`src/rtl/dpsram_pipe.sv`:
```
// Simple dual-port RAM with byte-enable writes, pipelined reads (latency 1 or 2),
// selectable collision behaviour and an optional zero-fill sweep after reset.
module dpsram_pipe #(
   parameter int BW_DATA     = 32,
   parameter int BW_ADDR     = 4,
   parameter int RD_LAT      = 1,
   parameter int RW_MODE     = 0,
   parameter int INIT_ON_RST = 1
) (
   input  logic                 i_clk,
   input  logic                 i_rst,
   input  logic                 i_wr_cen,
   input  logic [BW_ADDR-1:0]   i_wr_addr,
   input  logic [BW_DATA-1:0]   i_wr_data,
   input  logic [BW_DATA/8-1:0] i_wr_ben,
   input  logic                 i_rd_cen,
   input  logic [BW_ADDR-1:0]   i_rd_addr,
   input  logic                 i_rd_oen,
   output logic [BW_DATA-1:0]   o_rd_data,
   output logic                 o_rd_valid,
   output logic                 o_init_busy
);
   localparam int NB    = BW_DATA / 8;
   localparam int DEPTH = 2 ** BW_ADDR;
   localparam logic [BW_ADDR-1:0] LAST_ADDR = '1;

   typedef enum logic {S_INIT, S_RUN} state_t;

   state_t               state_reg;
   logic [BW_ADDR-1:0]   cnt_reg;
   logic [BW_DATA-1:0]   mem [DEPTH];

   logic                 init_we;
   logic                 wr_fire;
   logic                 rd_fire;
   logic [BW_ADDR-1:0]   wr_addr_mux;
   logic [BW_DATA-1:0]   wr_data_mux;
   logic [NB-1:0]        wr_mask;
   logic [NB-1:0]        byp_mask;

   logic                 s1_valid_reg;
   logic [BW_DATA-1:0]   s1_word_reg;
   logic [BW_DATA-1:0]   s1_byp_reg;
   logic [NB-1:0]        s1_mask_reg;
   logic [BW_DATA-1:0]   s1_data;

   logic [BW_DATA-1:0]   out_data;
   logic                 out_valid;

   // Busy is masked by reset so it reads low while reset is held.
   assign init_we     = (state_reg == S_INIT) && !i_rst;
   assign wr_fire     = (state_reg == S_RUN) && !i_rst && i_wr_cen;
   assign rd_fire     = (state_reg == S_RUN) && !i_rst && i_rd_cen;
   assign o_init_busy = init_we;
   assign wr_addr_mux = init_we ? cnt_reg : i_wr_addr;
   assign wr_data_mux = init_we ? '0 : i_wr_data;

   generate
      for (genvar gi = 0; gi < NB; gi++) begin : g_byte
         assign wr_mask[gi]  = init_we | (wr_fire & i_wr_ben[gi]);
         assign byp_mask[gi] = (RW_MODE != 0) && wr_fire && (i_wr_addr == i_rd_addr) && i_wr_ben[gi];
         assign s1_data[gi*8 +: 8] = s1_mask_reg[gi] ? s1_byp_reg[gi*8 +: 8] : s1_word_reg[gi*8 +: 8];
      end
   endgenerate

   // Sweep counter stops at the last address rather than wrapping.
   always_ff @(posedge i_clk) begin
      if (i_rst) begin
         state_reg <= (INIT_ON_RST != 0) ? S_INIT : S_RUN;
         cnt_reg   <= '0;
      end else if (state_reg == S_INIT) begin
         if (cnt_reg == LAST_ADDR) begin
            state_reg <= S_RUN;
         end else begin
            cnt_reg <= cnt_reg + 1'b1;
         end
      end
   end

   always_ff @(posedge i_clk) begin
      for (int b = 0; b < NB; b++) begin
         if (wr_mask[b]) begin
            mem[wr_addr_mux][b*8 +: 8] <= wr_data_mux[b*8 +: 8];
         end
      end
   end

   // Stage 1 captures the pre-write word; write-first bytes are merged after the register.
   always_ff @(posedge i_clk) begin
      if (i_rst) begin
         s1_valid_reg <= 1'b0;
         s1_word_reg  <= '0;
         s1_byp_reg   <= '0;
         s1_mask_reg  <= '0;
      end else begin
         s1_valid_reg <= rd_fire;
         if (rd_fire) begin
            s1_word_reg <= mem[i_rd_addr];
            s1_byp_reg  <= i_wr_data;
            s1_mask_reg <= byp_mask;
         end
      end
   end

   generate
      if (RD_LAT == 2) begin : g_lat2
         always_ff @(posedge i_clk) begin
            if (i_rst) begin
               out_valid <= 1'b0;
               out_data  <= '0;
            end else begin
               out_valid <= s1_valid_reg;
               if (s1_valid_reg) begin
                  out_data <= s1_data;
               end
            end
         end
      end else begin : g_lat1
         assign out_valid = s1_valid_reg;
         assign out_data  = s1_data;
      end
   endgenerate

   assign o_rd_data  = i_rd_oen ? out_data : '0;
   assign o_rd_valid = out_valid;

endmodule
```
`config.mk`:
```
export PLATFORM = sky130hd
export DESIGN_NAME = dpsram_pipe
export DESIGN_NICKNAME = d
export VERILOG_FILES = /design/src/rtl/dpsram_pipe.sv
export SDC_FILE = /design/constraint.sdc
export NUM_CORES = 1
export LEC_CHECK = 0
export ABC_AREA = 1
export BUFFER_PORTS_ARGS = -buffer_cell sky130_fd_sc_hd__buf_4
export CAP_MARGIN = 40
export CORE_MARGIN = 8
export CORE_UTILIZATION = 35
export CTS_BUF_LIST = sky130_fd_sc_hd__clkbuf_4 sky130_fd_sc_hd__clkbuf_8
export DETAILED_ROUTE_END_ITERATION = 10
export GPL_ROUTABILITY_DRIVEN = 1
export PLACE_DENSITY = 0.47
export SLEW_MARGIN = 15
export SYNTH_ARGS = -nofsm -noshare
export SYNTH_HDL_FRONTEND = slang
export SYNTH_SLANG_ARGS = --single-unit
```
`constraint.sdc`:
```
create_clock -name i_clk -period 5 [get_ports i_clk]
set_input_delay 0.25 -clock i_clk [delete_from_list [all_inputs] [get_ports i_clk]]
set_output_delay 0.25 -clock i_clk [all_outputs]
set_load 0.005 [all_outputs]
```
==> impl_metrics.yaml, run 1 <==
outcome:
  status: "completed"
logic_synthesis:
  synth_xor_area_frac: 0
  synthAdderAreaFrac: 0.000524
  synth_top_family_by_area: "simple AND/OR/NAND/NOR gates"
  yosys.area_share.simple: 0.238
  synth_mux_area_frac: 0
  synthTopCellsByArea: "edfxtp_1 (64%), nand2_1 (14%), nand3_1 (7.4%)"
  yosysWarnings: 0
  synth_compound_area_frac: 0.00330
  yosys.area.top_type_share: 0.644
  postSynthNetCount: 2503
  synthCells: 2453
  synth_top_cell_by_area: "edfxtp_1"
  avgSynthCellArea_um2: 9.73
  netlist_area_um2: 23900
  synth_seq_cells: 550
  ys_types: 20
  ys_seq_area_frac: 0.676
cells_and_area:
  largest_reg_flops: 512
  final_common_cell: "nand2_1"
  layout_common_cells: "nand2_1 (920), edfxtp_1 (512), inv_1 (371)"
  drive_gt1_frac: 0.126
  area_growth_pct: 17.0
  final_nets: 2625
drt:
  viasPerCell: 4.75
  avgRoutedWirePerCell_um: 19.7
  vias: 16800
  drtPass1Iterations: 6
  ant_nets: 0
  totalWireLength_mm: 69.5
  drtIter0Drc: 1363
  drc: 0
cts:
  clk_transition_reported_paths_ns: 0.06
  cts_tree: "done"
  htreeDepth: 3
  clock_path_buffers: 3
  clock_sinks: 550
  post-cts-setup-buffer-count: 0
  clockRootBuffer: "clkbuf_8"
  post_cts_resize_count: 0
  cts_made_buffers: 91
  clk_latency_ns: 0.67
setup_path:
  start_kind: "flop"
  arrival_ns: 3.64
  cp_max_fo: 16
  cp.required_ns: 5.29
  path_cells: "nor2_4, buf_4, nand2_1, o21ai_1, inv_1, nor2_1, nand2_1, nor2_1"
  crit_type: "reg -> reg"
  slowest_delay_ns: 0.70
  cp_num_buf_inv: 2
  path_delay_family: "simple AND/OR/NAND/NOR gates"
  slowest_stage: "nor2_1"
  end_kind: "flop"
timing:
  fmax_mhz: 299
  fin_skew_ns: 0.0325
  setup_viol: 0
  fin_setup_tns_ns: 0
  tightest_slew_ns: 1.19
  rsz0062_at_grt: "false"
  timing.final.max_slew_violations: 0
  period_share: 0.669
  fin_ws_ns: 1.65
  period_minus_slack_ns: 3.35
  slew_headroom: 0.204
  finalHoldViolations: 0
power:
  power.share.switching: 0.237
  p_sw_uw: 2350
  p_int_uw: 7580
  ir_drop_mv: 0.200
  clock_power_share: 0.411
  p_leak_uw: 0.0124
  combPwrFrac: 0.072
  pwr-share-seq: 0.517
  p_per_area_nw_per_um2: 356
global_route:
  grt_pass1_vias: 16900
  antenna_found_initial: 1
  grtUsageTotal: 0.178
  grt_max_degree: 201
  grt_first_pass_wirelength_mm: 105
  grt_overflow: 0
floorplan:
  std_cell_rows: 95
  core-area_um2: 67400
  die_width_um: 277
  start_util: 0.354
  dieArea_um2: 76800
  pin_count: 83
  die_h_um: 277
job:
  drv_cap: 0
placed_design:
  dp_hpwl_mm: 45.5
  portBuffers: 82
  pre_cts_ws_ns: 1.67
  gp_congestion: 0.800
min_path:
  hold_path.class: "in -> reg"
## layout make-up
type	instances	area (um2)
Clock buffer	127	1590
Sequential cell	550	16100
Multi-Input combinational cell	1400	5850
Inverter	378	1430
Timing Repair Buffer	154	1530
Clock inverter	43	309
Antenna cell	2	5.00
Fill cell	6598	39500
Tap cell	873	1090
## synth_stat cells, drive strengths merged
cell and count:
a211oi 1, a21oi 2, ha 1, nand2 920
inv 378, edfxtp 512, o21ai 10, buf 82
clkbuf 43, dfxtp 38, nor2 110, nand3 355
nand4 1
## power by group through the flow
stage / Sequential, uW / Combinational, uW / Clock, uW
2_1_floorplan: 5220 / 394 / 0
3_3_place_gp: 5230 / 666 / 0
3_5_place_dp: 5230 / 712 / 0
4_1_cts: 5130 / 727 / 4200
5_1_grt: 5130 / 792 / 4380
6_report: 5130 / 719 / 4080
## path summary, 6_finish.rpt
check | startpoint | end | slack [ns] | cells past startpoint
hold / removal | i_wr_data[29] | mem[10][29] | 0.05 | 3
setup / recovery | state_reg | mem[15][12] | 1.65 | 8
setup reg to reg | state_reg | mem[15][12] | 1.65 | 8
hold reg to reg | cnt_reg[3] | cnt_reg[3] | 0.50 | 2
## what timing repair did
action	CTS	global route
hold endpoints to repair	88	0
hold buffers	21	0
endpoints found under the setup margin	0	0
## logic make-up after synthesis
group | Yosys count
compound gates | 13
fa+ha+maj | 1
buf+inv | 503
flops | 550
simple gates | 1386
## stage by stage
| stage | utilization | total power [uW] | instance area [um2] | cells | hold WS, ns |
|---|---|---|---|---|---|
| after CTS | 0.414 | 10100 | 27900 | 3522 | 0.00354 |
| after floorplan | - | 5620 | 23900 | 2453 | 0.322 |
| after global routing | 0.414 | 10300 | 27900 | 3527 | 0.0362 |
| after detailed placement | 0.382 | 5940 | 25800 | 3331 | 0.467 |
| final | 0.414 | 9930 | 27900 | 3527 | 0.0477 |
| after global placement | 0.374 | 5900 | 25200 | 3296 | 0.466 |
## worst min-delay path: stages
cell and delay, ns:
buf_4 0.11, inv_1 0.05, nor2_2 0.10
## per-layer routing
metal  global-route usage  vias up  wire length [um]
met5                    0        -                 0
met4               0.0577        0              1680
met3               0.0318       91              4260
met2                0.294      541             32900
met1                0.237     8031             30700
li1                     -     8092                 -
(Power assumes the default switching activity.)
==> run 2: changes to the inputs <==
==> constraint.sdc (replaced) <==
create_clock -name i_clk -period 3.4 [get_ports i_clk]
set_input_delay 0.17 -clock i_clk [delete_from_list [all_inputs] [get_ports i_clk]]
set_output_delay 0.17 -clock i_clk [all_outputs]
set_load 0.005 [all_outputs]
==> impl_metrics.yaml, run 2 (same netlist as run 1, synthesis figures left out) <==
timing:
  period_share: 0.857
  tightest_slew_ns: 0.810
  fmax_mhz: 343
  period_minus_slack_ns: 2.91
  rsz0062_at_grt: "false"
  finalHoldViolations: 0
  timing.final.max_slew_violations: 0
  fin_skew_ns: 0.0290
  slew_headroom: 0.460
  setup_viol: 0
  fin_setup_tns_ns: 0
power:
  p_leak_uw: 0.0124
  ir_drop_mv: 0.261
  clock_power_share: 0.399
  p_per_area_nw_per_um2: 513
  combPwrFrac: 0.074
  p_sw_uw: 3380
  p_int_uw: 11000
  power.share.switching: 0.236
  pwr-share-seq: 0.526
  power_uw: 14300
cts:
  htreeDepth: 3
  clock_path_buffers: 3
  clock_sinks: 550
  clk_latency_ns: 0.67
  ctsHoldBuffers: 33
  cts_tree: "done"
  clockRootBuffer: "clkbuf_8"
  post-cts-setup-buffer-count: 0
  post_cts_resize_count: 0
  clk_transition_reported_paths_ns: 0.06
  cts_made_buffers: 92
cells_and_area:
  area_growth_pct: 17.1
  stdcell_area_um2: 27900
  final_cells: 3536
  drive_gt1_frac: 0.126
  fin_util: 0.415
  layout_common_cells: "nand2_1 (920), edfxtp_1 (512), inv_1 (371)"
  final_nets: 2641
  largest_reg_flops: 512
  final_common_cell: "nand2_1"
  n_fill_cell: 6630
global_route:
  grt_overflow: 0
  grt_max_degree: 128
  antenna_found_initial: 1
  grt_first_pass_wirelength_mm: 105
  grtUsageTotal: 0.179
  grt_pass1_vias: 17300
floorplan:
  std_cell_rows: 95
  core-area_um2: 67400
  die_width_um: 277
  pin_count: 83
  dieArea_um2: 76800
  die_h_um: 277
  start_util: 0.354
setup_path:
  arrival_ns: 3.19
  slowest_stage: "nor2_1"
  crit_type: "reg -> reg"
  slowest_delay_ns: 0.68
  cp_max_fo: 11
  end_kind: "flop"
  path_cells: "nor2_4, buf_4, nand2_1, o21ai_2, inv_2, nor2_2, nand2_1, nor2_1"
  crit_top_cell: "nand2_1"
  cp_num_buf_inv: 2
  path_delay_family: "simple AND/OR/NAND/NOR gates"
  cp.required_ns: 3.68
  r2r_slack_ns: 0.49
  start_kind: "flop"
drt:
  ant_nets: 0
  vias: 16800
  avgRoutedWirePerCell_um: 19.6
  drtPass1Iterations: 5
  viasPerCell: 4.74
  drtIter0Drc: 1125
  drc: 0
  totalWireLength_mm: 69.4
placed_design:
  dpl-instance-area_um2: 25800
  dp_hpwl_mm: 45.4
  gp_congestion: 0.818
  dp_cells: 3335
  portBuffers: 82
job:
  drv_cap: 0
min_path:
  hold_path.class: "in -> reg"
outcome:
  status: "completed"
run 2: worst reg2reg max path, stage by stage, from the launching register on:
cell,delay (ns)
dfxtp_1,0.36
nor2_4,0.28
buf_4,0.35
nand2_1,0.11
o21ai_2,0.11
inv_2,0.08
nor2_2,0.19
nand2_1,0.41
nor2_1,0.69
run 2: per-layer routing:
| metal | wire length (um) | GRT usage | share of wire | up-vias |
|---|---|---|---|---|
| met4 | 1920 | 0.0644 | 0.028 | 0 |
| met3 | 3550 | 0.0319 | 0.051 | 107 |
| met5 | 0 | 0 | 0 | - |
| met2 | 33300 | 0.300 | 0.48 | 427 |
| li1 | - | - | - | 8121 |
| met1 | 30600 | 0.230 | 0.44 | 8103 |
run 2: power by group through the flow:
stage	Sequential, uW	Clock [uW]	Combinational (uW)
floorplan	7680	0	580
global placement	7690	0	988
detailed placement	7690	0	1050
CTS	7550	5890	1080
global route	7560	6150	1170
finish	7550	5730	1070
run 2: stage by stage:
stage               setup slack, ns  hold WS (ns)
floorplan                      1.50         0.242
global placement              0.599         0.389
detailed placement            0.504         0.397
CTS                           0.511        0.0800
global route                  0.355        0.0682
finish                        0.487        0.0933
run 2: final cells by class:
type	count	area, um2	share of cell area
clock inverter	26	113	0.00403
antenna	1	2.50	0.0000895
sequential	550	16100	0.577
timing repair buffer	169	1650	0.0589
tap	873	1090	0.0391
inverter	378	1430	0.0511
clock buffer	139	1680	0.0602
multi-input combinational	1400	5850	0.209
run 2: worst paths after layout:
path | cells after the start | from | end
min | 4 | i_rd_cen | o_rd_valid
max | 8 | state_reg | mem[14][12]
min reg2reg | 2 | cnt_reg[3] | cnt_reg[3]
max reg2reg | 8 | state_reg | mem[14][12]
==> run 3: changes to the inputs <==
--- a/config.mk
+++ b/config.mk
@@ -13,8 +13,7 @@
 export CTS_BUF_LIST = sky130_fd_sc_hd__clkbuf_4 sky130_fd_sc_hd__clkbuf_8
 export DETAILED_ROUTE_END_ITERATION = 10
 export GPL_ROUTABILITY_DRIVEN = 1
-export PLACE_DENSITY = 0.47
-export SLEW_MARGIN = 15
+export PLACE_DENSITY = 0.49
 export SYNTH_ARGS = -nofsm -noshare
 export SYNTH_HDL_FRONTEND = slang
 export SYNTH_SLANG_ARGS = --single-unit
==> constraint.sdc (replaced) <==
create_clock -name i_clk -period 2.55 [get_ports i_clk]
set_input_delay 0.1275 -clock i_clk [delete_from_list [all_inputs] [get_ports i_clk]]
set_output_delay 0.1275 -clock i_clk [all_outputs]
set_load 0.005 [all_outputs]
==> impl_metrics.yaml, run 3 (same netlist as run 1, synthesis figures left out) <==
outcome:
  status: "completed"
global_route:
  grt_max_degree: 129
  grt_overflow: 0
  grt_pass1_vias: 17200
  grt_first_pass_wirelength_mm: 103
  grtUsageTotal: 0.175
  antenna_found_initial: 1
floorplan:
  dieArea_um2: 76800
  core-area_um2: 67400
  die_width_um: 277
  std_cell_rows: 95
  start_util: 0.354
  pin_count: 83
  die_h_um: 277
setup_path:
  reg2regPathDepth: 8
  cp_num_buf_inv: 2
  cp_max_fo: 13
  path_delay_family: "simple AND/OR/NAND/NOR gates"
  arrival_ns: 2.77
  path_cells: "nor2_4, nand2_1, o21ai_1, inv_1, nor2_1, nand2_1, nor2_1, buf_4"
  start_kind: "flop"
  cp.required_ns: 2.92
  end_kind: "flop"
  slowest_stage: "nand2_1"
  path_depth: 8
  slowest_delay_ns: 0.38
  crit_type: "reg -> reg"
cts:
  clockRootBuffer: "clkbuf_8"
  clk_transition_reported_paths_ns: 0.06
  clock_sinks: 550
  htreeDepth: 3
  clk_latency_ns: 0.67
  clock_path_buffers: 3
  cts_tree: "done"
  cts_made_buffers: 92
drt:
  vias: 16900
  drc: 0
  drtIter0Drc: 1240
  viasPerCell: 4.72
  totalWireLength_mm: 68.3
  drtPass1Iterations: 7
  avgRoutedWirePerCell_um: 19.0
  ant_nets: 0
power:
  p_leak_uw: 0.0126
  ir_drop_mv: 0.332
  p_per_area_nw_per_um2: 679
timing:
  fmax_mhz: 417
  period_share: 0.941
  rsz0062_at_grt: "true"
  whs_ns: 0.0399
  fin_setup_tns_ns: 0
  fin_skew_ns: 0.0228
  finalHoldViolations: 0
  slew_headroom: 0.447
  setup_viol: 0
  fin_ws_ns: 0.150
  tightest_slew_ns: 0.829
  period_minus_slack_ns: 2.40
  timing.final.max_slew_violations: 0
placed_design:
  gp_congestion: 0.835
  dpl-instance-area_um2: 26000
  pre_cts_ws_ns: 0.156
  dp_hpwl_mm: 42.1
  portBuffers: 82
cells_and_area:
  stdcell_area_um2: 28000
  final_nets: 2689
  layout_common_cells: "nand2_1 (919), edfxtp_1 (512), inv_1 (371)"
  n_fill_cell: 6573
  drive_gt1_frac: 0.135
  area_growth_pct: 17.2
  largest_reg_flops: 512
  final_common_cell: "nand2_1"
  fin_util: 0.415
min_path:
  whs_path_depth: 4
  hold_path.class: "in -> reg"
job:
  drv_cap: 0
-- run 3: worst register-to-register path, delay by kind of cell, from the launching register on --
family                 cells  cell delay, ns
buffers and inverters      2            0.30
DFF                        1            0.37
AOI/OAI and AO/OA          1            0.19
and+or+nand+nor            5            1.25
-- run 3: path summary, 6_finish.rpt --
check,slack [ns],end,from
worst max register to register,0.15,mem[15][21],state_reg
worst max-delay path,0.15,mem[15][21],state_reg
worst min register to register,0.50,cnt_reg[3],cnt_reg[3]
worst min-delay path,0.04,mem[5][29],i_wr_data[29]
-- run 3: cell type report --
cell class                      count  area [um2]  share of cell area
Tap cell                          873        1090              0.0390
Sequential cell                   550       16100               0.577
Clock inverter                     33         141             0.00505
Clock buffer                      134        1630              0.0583
Inverter                          378        1430              0.0511
Antenna cell                        1        2.50           0.0000895
Timing Repair Buffer              217        1770              0.0634
Multi-Input combinational cell   1400        5770               0.206
-- run 3: through the flow --
| step | total power [uW] | instances |
|---|---|---|
| finish | 19000 | 3586 |
| global route | 19700 | 3586 |
| CTS | 19200 | 3585 |
| detailed placement | 11600 | 3403 |
| global placement | 11600 | 3403 |
| floorplan | 11000 | 2453 |
-- run 3: repair_timing --
item | 4_1_cts | 5_1_grt
gates resized for setup | 0 | 1
hold buffers | 15 | 0
buffers inserted | 0 | 0
endpoints found under the hold margin | 78 | 0
setup endpoints to repair | 0 | 45
-- run 3: power breakdown --
| part | switching (uW) | internal, uW |
|---|---|---|
| sequential | 36.9 | 10000 |
| combinational | 999 | 391 |
| clock | 3450 | 4080 |
-- run 3: layer usage --
| layer | wire length [um] | vias up | global-route usage |
|---|---|---|---|
| li1 | - | 8215 | - |
| met1 | 30600 | 8099 | 0.231 |
| met2 | 31900 | 508 | 0.290 |
| met3 | 3780 | 116 | 0.0261 |
| met4 | 2060 | 0 | 0.0648 |
| met5 | 0 | - | 0 |
